<file path="config.mk">
export PLATFORM = sky130hd
export DESIGN_NAME = branch_resolve_unit
export DESIGN_NICKNAME = d
export VERILOG_FILES = /design/src/rtl/bru_pkg.sv /design/src/rtl/bru_bht.sv /design/src/rtl/branch_resolve_unit.sv
export SDC_FILE = /design/constraint.sdc
export NUM_CORES = 1
export LEC_CHECK = 0
export CORE_AREA = 2 2 182 184
export CTS_CLUSTER_SIZE = 14
export DETAILED_ROUTE_END_ITERATION = 6
export DIE_AREA = 0 0 184 186
export GPL_ROUTABILITY_DRIVEN = 0
export HOLD_SLACK_MARGIN = 0.08
export PLACE_DENSITY = 0.62
export REMOVE_ABC_BUFFERS = 1
export SLEW_MARGIN = 20
export SYNTH_ARGS = -nofsm -noshare
export SYNTH_HDL_FRONTEND = slang
export SYNTH_HIERARCHICAL = 1
export SYNTH_SLANG_ARGS = --single-unit
</file>
<file path="constraint.sdc">
create_clock -name clk -period 3.3 [get_ports clk]
set_input_delay 0.99 -clock clk [delete_from_list [all_inputs] [get_ports clk]]
set_output_delay 0.99 -clock clk [all_outputs]
set_load 0.02 [all_outputs]
</file>
<file path="src/rtl/bru_pkg.sv">
// Shared constants for the branch resolve unit: funct3 codes, FSM states,
// 2-bit predictor counter values and a funct3 legality helper.
package bru_pkg;

  localparam logic [2:0] F3_BEQ  = 3'b000;
  localparam logic [2:0] F3_BNE  = 3'b001;
  localparam logic [2:0] F3_BLT  = 3'b100;
  localparam logic [2:0] F3_BGE  = 3'b101;
  localparam logic [2:0] F3_BLTU = 3'b110;
  localparam logic [2:0] F3_BGEU = 3'b111;

  typedef enum logic [1:0] {IDLE, REDIRECT, SQUASH} bru_state_e;

  localparam logic [1:0] SNT = 2'b00;
  localparam logic [1:0] WNT = 2'b01;
  localparam logic [1:0] WT  = 2'b10;
  localparam logic [1:0] ST  = 2'b11;

  // Only 010 and 011 are reserved among the 3-bit branch codes.
  function automatic logic f3_legal(input logic [2:0] f3);
    return f3[2] | ~f3[1];
  endfunction

endpackage

</file>
<file path="src/rtl/bru_bht.sv">
// Bimodal branch history table: ENTRIES 2-bit saturating counters,
// indexed by pc[log2(ENTRIES)+1:2]; combinational read, registered update.
module bru_bht
  import bru_pkg::*;
#(
  parameter int XLEN    = 64,
  parameter int ENTRIES = 16
) (
  input  logic            clk,
  input  logic            reset_n,
  input  logic            upd_en,
  input  logic [XLEN-1:0] upd_pc,
  input  logic            upd_taken,
  input  logic [XLEN-1:0] rd_pc,
  output logic            rd_taken
);

  localparam int IDX_W = $clog2(ENTRIES);

  logic [ENTRIES-1:0][1:0] ctr;
  logic [IDX_W-1:0]        upd_idx, rd_idx;
  logic [1:0]              cur, nxt;

  assign upd_idx = upd_pc[IDX_W+1:2];
  assign rd_idx  = rd_pc[IDX_W+1:2];

  logic unused_pc_bits;
  assign unused_pc_bits = ^{upd_pc[XLEN-1:IDX_W+2], upd_pc[1:0],
                            rd_pc[XLEN-1:IDX_W+2], rd_pc[1:0]};

  always_comb begin
    cur = ctr[upd_idx];
    nxt = cur;
    if (upd_taken) begin
      if (cur != ST) nxt = cur + 2'd1;
    end else begin
      if (cur != SNT) nxt = cur - 2'd1;
    end
  end

  always_ff @(posedge clk or negedge reset_n) begin
    if (!reset_n) ctr <= {ENTRIES{WNT}};
    else if (upd_en) ctr[upd_idx] <= nxt;
  end

  // Reads see the pre-update value when the same index is written this cycle.
  assign rd_taken = ctr[rd_idx][1];

endmodule

</file>
<file path="src/rtl/branch_resolve_unit.sv">
// EX-stage branch resolution: condition evaluation, mispredict redirect,
// front-end squash FSM and perf counters. Optional predictor: BRU_BHT_EN.
module branch_resolve_unit
  import bru_pkg::*;
#(
  parameter int XLEN        = 64,
  parameter int FLUSH_DEPTH = 2,
  parameter int CNT_W       = 32,
  parameter int BHT_ENTRIES = 16
) (
  input  logic             clk,
  input  logic             reset_n,
  input  logic             ex_valid,
  input  logic             ex_is_branch,
  input  logic [2:0]       ex_funct3,
  input  logic [XLEN-1:0]  ex_rs1_data,
  input  logic [XLEN-1:0]  ex_rs2_data,
  input  logic [XLEN-1:0]  ex_pc,
  input  logic [XLEN-1:0]  ex_target,
  input  logic             ex_pred_taken,
  output logic             ex_ready,
  output logic             br_taken_q,
  output logic             redirect_valid,
  output logic [XLEN-1:0]  redirect_pc,
  output logic             squash,
  output logic             illegal_br,
  output logic [CNT_W-1:0] br_count,
  output logic [CNT_W-1:0] mispred_count,
  input  logic [XLEN-1:0]  if_pc,
  output logic             if_pred_taken
);

  // SQUASH covers FLUSH_DEPTH-1 cycles; the counter holds cycles remaining after the current one.
  localparam int SQ_CYC = (FLUSH_DEPTH > 1) ? FLUSH_DEPTH - 2 : 0;
  localparam int CW     = (SQ_CYC > 1) ? $clog2(SQ_CYC + 1) : 1;
  localparam logic [CW-1:0] SQ_INIT = CW'(SQ_CYC);

  bru_state_e state, state_nxt;
  logic [CW-1:0] sq_cnt;

  logic accept, legal, taken, mispred;
  logic eq, lt_s, lt_u;

  assign ex_ready       = (state == IDLE);
  assign redirect_valid = (state == REDIRECT);
  assign squash         = (state != IDLE);

  assign accept  = ex_valid & ex_is_branch & ex_ready;
  assign legal   = f3_legal(ex_funct3);
  assign mispred = accept & legal & (taken != ex_pred_taken);

  assign eq   = (ex_rs1_data == ex_rs2_data);
  assign lt_s = ($signed(ex_rs1_data) < $signed(ex_rs2_data));
  assign lt_u = (ex_rs1_data < ex_rs2_data);

  always_comb begin
    taken = 1'b0;
    case (ex_funct3)
      F3_BEQ:  taken = eq;
      F3_BNE:  taken = ~eq;
      F3_BLT:  taken = lt_s;
      F3_BGE:  taken = ~lt_s;
      F3_BLTU: taken = lt_u;
      F3_BGEU: taken = ~lt_u;
      default: taken = 1'b0;
    endcase
  end

  always_ff @(posedge clk or negedge reset_n) begin
    if (!reset_n) state <= IDLE;
    else          state <= state_nxt;
  end

  always_comb begin
    state_nxt = state;
    case (state)
      IDLE:     if (mispred) state_nxt = REDIRECT;
      REDIRECT: state_nxt = (FLUSH_DEPTH > 1) ? SQUASH : IDLE;
      SQUASH:   if (sq_cnt == '0) state_nxt = IDLE;
      default:  state_nxt = IDLE;
    endcase
  end

  always_ff @(posedge clk or negedge reset_n) begin
    if (!reset_n)                sq_cnt <= '0;
    else if (state == REDIRECT)  sq_cnt <= SQ_INIT;
    else if (state == SQUASH && sq_cnt != '0) sq_cnt <= sq_cnt - 1'b1;
  end

  always_ff @(posedge clk or negedge reset_n) begin
    if (!reset_n) begin
      br_taken_q  <= 1'b0;
      illegal_br  <= 1'b0;
      redirect_pc <= '0;
    end else begin
      illegal_br <= accept & ~legal;
      if (accept) br_taken_q <= taken & legal;
      if (mispred) redirect_pc <= taken ? ex_target : ex_pc + XLEN'(4);
    end
  end

  always_ff @(posedge clk or negedge reset_n) begin
    if (!reset_n) begin
      br_count      <= '0;
      mispred_count <= '0;
    end else begin
      if (accept && legal && br_count != '1) br_count <= br_count + CNT_W'(1);
      if (mispred && mispred_count != '1)   mispred_count <= mispred_count + CNT_W'(1);
    end
  end

`ifdef BRU_BHT_EN
  bru_bht #(
    .XLEN    (XLEN),
    .ENTRIES (BHT_ENTRIES)
  ) u_bht (
    .clk       (clk),
    .reset_n   (reset_n),
    .upd_en    (accept & legal),
    .upd_pc    (ex_pc),
    .upd_taken (taken),
    .rd_pc     (if_pc),
    .rd_taken  (if_pred_taken)
  );
`else
  assign if_pred_taken = 1'b0;
  logic unused_if_pc;
  assign unused_if_pc = ^if_pc;
`endif

endmodule

</file>
* Word-level counts from Yosys, hierarchy flattened *
Cells that the tools add are included.

word-level totals
  register bits after elaboration = 133
  latch bits = 0
  bits in writable memories = 0
  ROM bits = 0
  bits of input ports = 328
  output and inout bits = 134
  logic and storage cells = 54
  memories = 0

operators by class
  $add $sub $neg = 4
  multiply operators = 0
  divide/modulo/power cells = 0
  magnitude comparators = 2
  eq/ne operators = 13
  shift operators = 0
  multiplexer cells = 7
  bitwise operators = 12
  reduce and logical (&&, ||, !) cells = 9

operators with widths
  operator               count
  $lt 64x64->1           2
  $add 32x1->32 const B  2
  $add 64x3->64 const B  1
  $eq 64x64->1           1
  $mux 64                1
  $ne 32x32->1 const B   2
  $eq 3x3->1 const B     4
  $and 1x1->1            6
  $pmux 1 s6             1
  $pmux 2 s3             1
  $not 1->1              5
  $logic_and 1x1->1      4
  $mux 2                 2
  $reduce_bool 2->1      2
  $eq 3x1->1 const B     1
  $logic_not 3->1        1
  $eq 2x1->1 const B     1
  $eq 2x2->1 const B     1
  $logic_not 2->1        1
  $mux 1                 2
  $ne 2x1->1 const B     1
  $ne 2x2->1 const B     1
  $reduce_and 2->1       1
  $ne 1x1->1             1
  2 further kinds        2

* Depth between registers and ports, before layout *
Gate-level depths: netlist (run 1).

  depth in word-level cells = 7
  depth in mapped cells = 15
  depth with buffers taken out = 13

* Worst setup path after synthesis (run 1) *
No wires, ideal clock.

  kind = input port to flip-flop
  start = in ex_rs2_data[7]
  end = reg mispred_count[1]
  setup time = 0.125 ns
  arrival time = 3.695 ns
  data required time = 3.175 ns
  setup slack = -0.519 ns
  stages = 14
  buffers on the path = 1
  cells stage by stage = inv_1 ha_1 a21oi_1 o21ai_1 a221o_1 or4_1 a211oi_2 a2111oi_0 a211o_1 nor2_2 buf_4 inv_2 nand2_1 mux2_2

between the ends
  word-level cells in the longest chain between the ends = 6
  elaborated cells between the ends (all ways) = 10

RTL lines
  element                               RTL line                                                                         source
  start, declared                       branch_resolve_unit.sv:17                                                        input logic [XLEN-1:0] ex_rs2_data,
  $lt 64x64->1 (tied with other cells)  branch_resolve_unit.sv:54                                                        assign lt_u = (ex_rs1_data < ex_rs2_data);
  $not 1->1 (on tied branches)          branch_resolve_unit.sv:64, branch_resolve_unit.sv:60, branch_resolve_unit.sv:62
  $pmux 1 s6 (*)                        branch_resolve_unit.sv:58                                                        case (ex_funct3)
  $ne 1x1->1 (*)                        branch_resolve_unit.sv:50                                                        assign mispred = accept & legal & (taken != ex_pred_taken);
  $and 1x1->1 (*)                       branch_resolve_unit.sv:50
  $logic_and 1x1->1 (*)                 branch_resolve_unit.sv:108                                                       if (mispred && mispred_count != '1) mispred_count <= mispred_count + CNT_W'(1);
  end signal, assigned                  branch_resolve_unit.sv:108
  end, declared                         branch_resolve_unit.sv:28                                                        output logic [CNT_W-1:0] mispred_count,

Mark *: on every way between the ends. The rest lies on a longest branch, timed or not.
A chain may end at the register's enable or synchronous reset.

* Final worst setup path (run 1) *
Same ends and word-level chain as after synthesis.

==> run metrics, run 1 <==
status complete, but fails checks; violated checks negative setup slack; number of distinct library cells after synthesis between 40 and 50; Max clock buf depth 2; asr flop ratio synth 1.00; fin cells around 2000; placed cells 1946; chip height 186 um; fraction of post-synthesis cell area in the top cell type by area 0.372; share of the yosys chip area belonging to registers 0.372; main area contributors after synthesis sky130_fd_sc_hd__dfrtp_1 (37%), sky130_fd_sc_hd__ha_1 (9.4%), sky130_fd_sc_hd__nand2_1 (7.6%); number of global-route vias before repair 9849; worst endpoint data arrival time 3810 ps; Design Power 7.33 mW; detailed-route wire length per cell approximately 18 um; Peak VDD IR 0.309 mV; HPWL after DPL 26.1 mm; time the worst path needs with I/O delays and setup around 3500 ps; number of max-slew violations in the final report 0; number of antenna violations at the first check in global routing 1; number of H-tree levels 4; router iterations before antenna repair 4; PortBufs 396; Critical Path Sink Type flop; drt via density 4.78; horizontal extent of the die about 180 um; Core Region ~32000 um^2; area leader, netlist sky130_fd_sc_hd__dfrtp_1; layout cells sized above 1 0.305; headroom to the max-slew limit 0.566; # clock sinks 133; clk_lat worst skew 430 ps; count of pins on the block boundary 462; worst setup path class input pin to flop; Pwr per Cell Area approximately 430 nW/um^2; number of failing hold endpoints at the final stage 0; Max Clock Freq 286 MHz; initial core utilization 0.278; leakage power 7.77 nW; Worst Hold Class input pin to async pin; Max stage delay on crit path 440 ps; list of cells traversed by the critical path buf_6 > inv_4 > ha_4 > a21oi_2 > o21ai_2 > a221o_1 > or4_4 > a211oi_4 > buf_6 > a2111oi_4 > a211o_1 > nor2_4 > buf_6 > inv_12 > nand2_4 > mux2_4; global route overflow 0; register bit count reported by yosys 133; Warnings, synthesis 6; Least-Margin Pin Slew 648 ps; Antenna Violating Nets Remaining 0; number of enable-type register cells in the synthesized netlist 0; post-route clock period utilization 1.06; cell seen most often among critical-path stages sky130_fd_sc_hd__buf_6; net total in the final layout 1994; first-pass GRT wire length ~52 mm; minimum setup slack in the final design -198 ps; starting DRC count in detailed routing 309; data required time of the critical path 3610 ps; relative area change from synthesis to final layout 89.1%; GRT Total Usage 0.197; count of max-cap constraint violations 0; worst-path cell with the longest stage delay sky130_fd_sc_hd__or4_4; clock buffers created by TritonCTS 17; per-instance average area after synthesis 8.48 um^2; element type at the critical path start input pin; Total Routed Length 35.8 mm; clock tree from TritonCTS built; number of design rule violations left after detail routing 0; maximum fanout count along the critical path 6; largest net degree at the start of global routing 48; clock root buffer sky130_fd_sc_hd__clkbuf_16; Cells after Synth 1055; Setup Viol. Count Final 97; die area 34200 um^2; std cell rows 66; Top FF cell, synth sky130_fd_sc_hd__dfrtp_1; unrepaired setup endpoints after global routing yes; netlist area before placement around 8900 um^2; worst setup skew after layout between 8 and 9 ps; number of vias in the routed layout 9666; clock-pin slew of the registers on the worst-case setup and hold paths 60 ps
path summary, 6_finish.rpt:
| kind | start | endpoint | slack, ps | cells after the start |
|---|---|---|---|---|
| worst max register to register | mispred_count[10] | mispred_count[13] | 320 | 11 |
| min in group clk | redirect_pc[6] | redirect_pc[6] | 480 | 2 |
| max in group asynchronous | reset_n | mispred_count[18] | 2100 | 2 |
| worst max-delay path | ex_rs2_data[7] | mispred_count[1] | -200 | 16 |
| worst min register to register | redirect_pc[6] | redirect_pc[6] | 480 | 2 |
| worst min-delay path | reset_n | redirect_pc[15] | 480 | 1 |
cell usage in the layout (no fill, tap or decap), types with 27 or more instances in the layout:
master	netlist	routed
sky130_fd_sc_hd__buf_4	5	113
sky130_fd_sc_hd__buf_6	3	36
sky130_fd_sc_hd__clkbuf_2	0	27
sky130_fd_sc_hd__clkdlybuf4s50_1	0	267
sky130_fd_sc_hd__dfrtp_1	133	133
sky130_fd_sc_hd__dlygate4sd2_1	0	32
sky130_fd_sc_hd__dlymetal6s2s_1	0	29
sky130_fd_sc_hd__ha_4	0	55
sky130_fd_sc_hd__inv_1	84	31
sky130_fd_sc_hd__inv_2	1	47
sky130_fd_sc_hd__nand2_1	181	153
sky130_fd_sc_hd__nand3_1	65	59
sky130_fd_sc_hd__nand4_1	42	42
sky130_fd_sc_hd__nor2_1	48	35
sky130_fd_sc_hd__o21ai_0	96	42
sky130_fd_sc_hd__o21ai_1	1	30
sky130_fd_sc_hd__xnor2_1	59	56
sky130_fd_sc_hd__xor2_1	66	66
kinds of logic (layout without fill, tap and decap cells):
group,count (synthesis),count (layout),share of synthesized area
and+or+nand+nor,432,432,0.233
AOI/OAI and AO/OA,155,155,0.0979
DFF,133,133,0.372
xor gates and xnor gates,125,125,0.122
buffers and inverters,123,680,0.0586
adders and majority gates,67,67,0.0937
muxes,19,19,0.0215
other,1,2,0.000419
flip-flops by register name (all words and copies together), names as in the netlist:
| signal | count |
|---|---|
| state | 2 |
| redirect_pc | 64 |
| illegal_br | 1 |
| br_count | 32 |
| br_taken_q | 1 |
| sq_cnt | 1 |
| mispred_count | 32 |
cells in the mapped netlist (all sizes together), types with 6 or more instances:
master / count
a21oi: 24
nand4: 42
and2: 11
xor2: 66
nand2: 181
mux2i: 17
nor3: 20
nor2: 49
inv: 85
xnor2: 59
o21ai: 97
nor4: 8
and4: 15
o211ai: 14
dfrtp: 133
buf: 25
and3: 23
clkbuf: 13
nand3: 65
nor2b: 6
ha: 67
metrics by stage:
step / utilization / hold WS [ps] / setup WS, ps / TNS (ps) / cell area [um^2]
floorplan: - / 472 / -4500 / -371510 / 8740
global placement: 0.444 / 459 / -1090 / -100500 / 14300
detailed placement: 0.444 / 460 / -1180 / -107880 / 14300
CTS: 0.495 / 472 / -271 / -19300 / 16000
global route: 0.525 / 488 / -291 / -21900 / 16900
finish: 0.525 / 478 / -198 / -12860 / 16900
area by class of cell:
class                   instances  area, um^2
diodes                          1        2.50
clock buffers                  18         439
clock inverters                14         165
fillers                      2894       15300
inverters                      85         347
multi-input cells             799        6440
flip-flops and latches        133        3330
well taps                     408         510
repair buffers                563        5680
worst max-delay path, delay by kind of cell:
kind | cells | cell delay (ps)
and+or+nand+nor | 3 | 690
buffers and inverters | 5 | 500
adders and majority gates | 1 | 210
muxes | 1 | 300
AOI/OAI and AO/OA | 6 | 1100
where the power goes:
group          total, mW  switching, mW  internal, mW
logic               3.06           1.48          1.59
registers           2.30          0.304          1.99
clock network       1.97          0.814          1.15
total               7.33           2.60          4.73
metal layers:
layer	share of wire	GRT usage
met1	0.38	0.207
met3	0.089	0.0742
met2	0.50	0.358
met5	0	0
met4	0.030	0.0755
timing repair:
action,in CTS,in global routing
hold endpoints to repair,0,0
resized for setup,378,287
endpoints found under the setup margin,98,98
setup buffers,17,15
pin swaps,72,91
cloned,7,10
hold buffers,0,0
Note: power is estimated with default switching activity, not from simulation.
==> run 2, diff against run 1 <==
clock period = 4.3 ns   (was 3.3 ns; I/O delays follow)
==> run metrics, run 2 (synthesized netlist as in run 1, its figures left out) <==
clock buffers created by TritonCTS 17 (unchanged); chip height 186 um (unchanged); PortBufs 396 (unchanged); Least-Margin Pin Slew 638 ps (-10.2 ps); Fillers 3139 (+8.5%); horizontal extent of the die 184 um (unchanged); status completed; first-pass GRT wire length 47.7 mm (-8.5%); Setup Viol. Count Final 0 (-100%); clock root buffer sky130_fd_sc_hd__clkbuf_16; global route overflow 0 (unchanged); Core Region 32200 um^2 (unchanged); antenna diode instance count 0 (-1); unrepaired setup endpoints after global routing yes; GRT Total Usage 0.180 (-0.0172); Largest Register redirect_pc; Hold Path Stages 2; flip-flop count of the largest register, all copies and words added 64 (unchanged); net total in the final layout 1898 (-4.8%); number of failing hold endpoints at the final stage 0 (unchanged); Pwr per Cell Area 353 nW/um^2 (-19%); clk_lat worst skew 420 ps (about the same); maximum fanout count along the critical path 8 (+2); Worst Hold Class flop to flop; clock-pin slew of the registers on the worst-case setup and hold paths 60 ps (about the same); largest registers in the final layout redirect_pc x64, br_count x32, mispred_count x32; largest net degree at the start of global routing 63 (+31%); count of pins on the block boundary 462 (unchanged); clock tree from TritonCTS built; worst setup skew after layout 9.20 ps (+0.358 ps); number of design rule violations left after detail routing 0 (unchanged); Critical Path Sink Type flop; std cell rows 66 (unchanged); number of global-route vias before repair 9105 (-7.6%); count of max-cap constraint violations 0 (unchanged); drt via density 4.72 (-1.3%); final-layout worst hold slack 474 ps (-3.90 ps); HPWL after DPL 25.3 mm (-3.1%); most frequent cells in the layout sky130_fd_sc_hd__clkdlybuf4s50_1 (388), sky130_fd_sc_hd__nand2_1 (180), sky130_fd_sc_hd__dfrtp_1 (133), sky130_fd_sc_hd__o21ai_0 (94), sky130_fd_sc_hd__inv_1 (81); element type at the critical path start input pin; detailed-route wire length per cell 16.6 um (-6.4%); time the worst path needs with I/O delays and setup 4180 ps; post-route clock period utilization 0.971; leakage power 6.67 nW (-14%); Max Clock Freq 239 MHz; worst reg2reg path depth 10 (-1); Peak VDD IR 0.234 mV (-24%); headroom to the max-slew limit 0.575 (+0.00870); Design Power 5.23 mW (-29%); Post-Place Worst Slack -583 ps (+598 ps); router iterations before antenna repair 6 (+2); number of H-tree levels 4 (unchanged); number of max-slew violations in the final report 0 (unchanged); # clock sinks 133 (unchanged); relative area change from synthesis to final layout 66.0%; Max clock buf depth 2 (unchanged); minimum setup slack in the final design 124 ps (+322 ps); data required time of the critical path 4600 ps (+990 ps); layout cells sized above 1 0.0983 (-0.207); Antenna Violating Nets Remaining 0 (unchanged); starting DRC count in detailed routing 357 (+16%); initial core utilization 0.278 (unchanged); number of antenna violations at the first check in global routing 0 (-1); Total Routed Length 31.9 mm (-11%); most common cell after layout, fill and taps aside sky130_fd_sc_hd__clkdlybuf4s50_1; worst endpoint data arrival time 4480 ps (+670 ps); final design utilization 0.461 (-0.0641); worst setup path class input pin to flop; # hold bufs at CTS 0 (unchanged); number of vias in the routed layout 9087 (-6.0%); die area 34200 um^2 (unchanged)
## run 2: what timing repair did
action                                  CTS  global route
endpoints found under the setup margin   79            94
pin swaps                                 5            16
gates cloned                              1             0
gates resized for setup                   8            54
setup buffers                             2             3
## run 2: path summary, 6_finish.rpt
| kind | slack, ps | from | endpoint |
|---|---|---|---|
| setup / recovery | 120 | ex_rs1_data[13] | mispred_count[21] |
| hold reg to reg | 470 | redirect_pc[8] | redirect_pc[8] |
| hold / removal | 470 | redirect_pc[8] | redirect_pc[8] |
| min in group asynchronous | 840 | reset_n | redirect_pc[16] |
| max in group asynchronous | 2640 | reset_n | br_count[28] |
| setup reg to reg | 1390 | br_count[6] | br_count[11] |
## run 2: worst max-delay path, stage by stage
cell and delay (ps):
sky130_fd_sc_hd__clkdlybuf4s50_1 520, sky130_fd_sc_hd__ha_4 220, sky130_fd_sc_hd__nand4_1 110, sky130_fd_sc_hd__nor2_1 70, sky130_fd_sc_hd__a221o_1 310, sky130_fd_sc_hd__or4_4 450, sky130_fd_sc_hd__a211oi_4 350, sky130_fd_sc_hd__a2111oi_2 120
sky130_fd_sc_hd__a211o_1 310, sky130_fd_sc_hd__nor2_4 140, sky130_fd_sc_hd__buf_12 150, sky130_fd_sc_hd__buf_4 120, sky130_fd_sc_hd__buf_4 110, sky130_fd_sc_hd__nor2_2 40, sky130_fd_sc_hd__xor2_1 150
## run 2: where the power goes
group / leakage [nW] / switching, mW / internal [mW]
sequential: 1.73 / 0.192 / 1.53
clock: 0.284 / 0.625 / 0.871
combinational: 4.66 / 0.995 / 1.02
## run 2: per-stage QoR
| step | setup TNS (ps) | area (um^2) | instances |
|---|---|---|---|
| 6_report | 0 | 14800 | 1924 |
| 5_1_grt | -209 | 14800 | 1924 |
| 4_1_cts | -52.1 | 14500 | 1921 |
| 3_5_place_dp | -45470 | 13800 | 1886 |
| 3_3_place_gp | -42930 | 13800 | 1886 |
| 2_1_floorplan | -302910 | 8740 | 1017 |
## run 2: cell type report
cell class              instances  area, um^2  area share
multi-input cells             799        5400       0.363
well taps                     408         510      0.0344
inverters                      85         332      0.0223
flip-flops and latches        133        3330       0.224
repair buffers                467        4690       0.316
clock buffers                  17         425      0.0287
clock inverters                15         169      0.0114
## run 2: routing by layer
metal,track usage,wire length (um)
met1,0.192,12300
met5,0,0
met4,0.0691,867
met3,0.0646,3020
met2,0.325,15700
==> run 3, diff against run 2 <==
CAP_MARGIN = 20   (was unset)
CORE_AREA = 2 2 179 181   (was 2 2 182 184)
DIE_AREA = 0 0 181 183   (was 0 0 184 186)
PLACE_DENSITY = 0.63   (was 0.62)
==> run metrics, run 3 (synthesized netlist as in run 1, its figures left out) <==
count of max-cap constraint violations 0 (unchanged); number of H-tree levels 4 (unchanged); layout cells sized above 1 0.105 (+0.00719); post-route clock period utilization 0.979 (+0.00763); start point of the critical path ex_rs2_data[3]; Least-Margin Pin Slew 806 ps (+168 ps); wire length on met1 12.2 mm (-1.0%); die area 33100 um^2 (-3.2%); # clock sinks 133 (unchanged); element type at the critical path start input pin; unrepaired setup endpoints after global routing yes; uppermost routed layer met4; horizontal extent of the die 181 um (-1.6%); GRT Total Usage 0.182 (+0.00176); worst setup path class input pin to flop; clk_lat worst skew 430 ps (about the same); Placement Cell Area 13700 um^2 (-0.81%); met2 WL 15.6 mm (-0.93%); drt via density 4.74 (+0.42%); final-layout worst hold slack 469 ps (-4.93 ps); starting DRC count in detailed routing 319 (-11%); number of max-slew violations in the final report 0 (unchanged); number of antenna violations at the first check in global routing 1 (+1); minimum setup slack in the final design 91.5 ps (-32.8 ps); global route overflow 0 (unchanged); number of design rule violations left after detail routing 0 (unchanged); total negative setup slack 0 ps (unchanged); chip height 183 um (-1.6%); Max Clock Freq 238 MHz (-0.78%); detailed-route wire length per cell 16.5 um (-0.60%); largest registers in the final layout redirect_pc x64, br_count x32, mispred_count x32; Post-Place Worst Slack -632 ps (-48.2 ps); std cell rows 65 (-1.5%); flip-flop count of the largest register, all copies and words added 64 (unchanged); largest net degree at the start of global routing 66 (+4.8%); time the worst path needs with I/O delays and setup 4210 ps (+32.8 ps); placed cells 1871 (-0.80%); Worst Hold Class flop to flop; Antenna Violating Nets Remaining 0 (unchanged); status completed; maximum fanout count along the critical path 8 (unchanged); worst setup skew after layout 8.79 ps (-0.406 ps); leakage power 6.87 nW (+3.0%); worst endpoint data arrival time 4510 ps (+30 ps); Hold Path End redirect_pc[8]; most common cell after layout, fill and taps aside sky130_fd_sc_hd__clkdlybuf4s50_1; number of vias in the routed layout 9106 (+0.21%); Core Region 31200 um^2 (-3.0%); count of pins on the block boundary 462 (unchanged); startpoint of the most critical hold path redirect_pc[8]; Peak VDD IR 0.243 mV (+3.8%); PortBufs 396 (unchanged); # hold bufs at CTS 0 (unchanged); worst reg2reg path depth 11 (+1); HPWL after DPL 24.6 mm (-2.8%); Fillers 2968 (-5.4%); clock buffers created by TritonCTS 17 (unchanged); Max clock buf depth 2 (unchanged); Setup Viol. Count Final 0 (unchanged); fin cells 1920 (-0.21%); clock tree from TritonCTS built; initial core utilization 0.286 (+0.00868); clock-pin slew of the registers on the worst-case setup and hold paths 70 ps (about the same); most frequent cells in the layout sky130_fd_sc_hd__clkdlybuf4s50_1 (369), sky130_fd_sc_hd__nand2_1 (178), sky130_fd_sc_hd__dfrtp_1 (133), sky130_fd_sc_hd__o21ai_0 (88), sky130_fd_sc_hd__inv_1 (74); router iterations before antenna repair 4 (-2); relative area change from synthesis to final layout 67.5%; net total in the final layout 1899 (+0.053%); Pwr per Cell Area 349 nW/um^2 (-1.0%); Critical Path Sink Type flop; Hold Path Stages 2 (unchanged); final design utilization 0.480 (+0.0188); post-route cell area 15000 um^2 (+0.93%); Reg2Reg Launch Point mispred_count[10]; clock root buffer sky130_fd_sc_hd__clkbuf_16; number of global-route vias before repair 9171 (+0.72%); Total Routed Length 31.7 mm (-0.81%); reg-to-reg critical path endpoint mispred_count[15]; Design Power 5.23 mW (-0.11%); Detail Route met3 WL 3.10 mm (+2.7%); first-pass GRT wire length 47.6 mm (-0.36%); Largest Register redirect_pc; data required time of the critical path 4600 ps (about the same); number of failing hold endpoints at the final stage 0 (unchanged); r2r setup slk 1180 ps (-210 ps); headroom to the max-slew limit 0.462 (-0.112)
run 3: timing repair:
action / in CTS / in global routing
pin swaps: 2 / 26
cloned: 0 / 7
endpoints found under the hold margin: 0 / 0
endpoints found under the setup margin: 91 / 95
buffers inserted: 3 / 6
gates resized for setup: 6 / 94
run 3: layer usage:
metal | vias up | global-route usage
met4 | 0 | 0.0641
li1 | 4504 | -
met3 | 49 | 0.0733
met2 | 329 | 0.322
met1 | 4224 | 0.197
met5 | - | 0
run 3: worst max-delay path by stage:
stage | end | cells after the start
final | redirect_pc[42] | 15
after global routing | mispred_count[15] | 16
after CTS | redirect_pc[1] | 15
after detailed placement | redirect_pc[61] | 13
after global placement | redirect_pc[56] | 13
after floorplan | redirect_pc[0] | 11
run 3: where the power goes:
part / leakage [nW] / switching [mW] / internal [mW] / total [mW]
combinational: 4.86 / 0.993 / 1.05 / 2.05
clock: 0.281 / 0.592 / 0.876 / 1.47
sequential: 1.73 / 0.184 / 1.53 / 1.71
run 3: layout make-up:
cell class	instances	area, um^2	area share
Multi-Input combinational cell	799	5390	0.360
Timing Repair Buffer	468	4850	0.324
Sequential cell	133	3330	0.222
Tap cell	402	503	0.0336
Clock buffer	19	443	0.0296
Inverter	85	319	0.0213
Clock inverter	13	149	0.00994
Antenna cell	1	2.50	0.000167
run 3: worst max-delay path, stage by stage:
cell and delay [ps]:
sky130_fd_sc_hd__clkdlybuf4s50_1 450, sky130_fd_sc_hd__inv_1 40, sky130_fd_sc_hd__ha_1 300, sky130_fd_sc_hd__a21oi_1 240
sky130_fd_sc_hd__a2111oi_2 100, sky130_fd_sc_hd__or4_4 530, sky130_fd_sc_hd__a211oi_4 300, sky130_fd_sc_hd__buf_6 150
sky130_fd_sc_hd__a21o_1 140, sky130_fd_sc_hd__a31oi_4 100, sky130_fd_sc_hd__buf_12 160, sky130_fd_sc_hd__clkbuf_16 170
sky130_fd_sc_hd__clkbuf_16 160, sky130_fd_sc_hd__o21ai_0 240, sky130_fd_sc_hd__o21ai_0 130
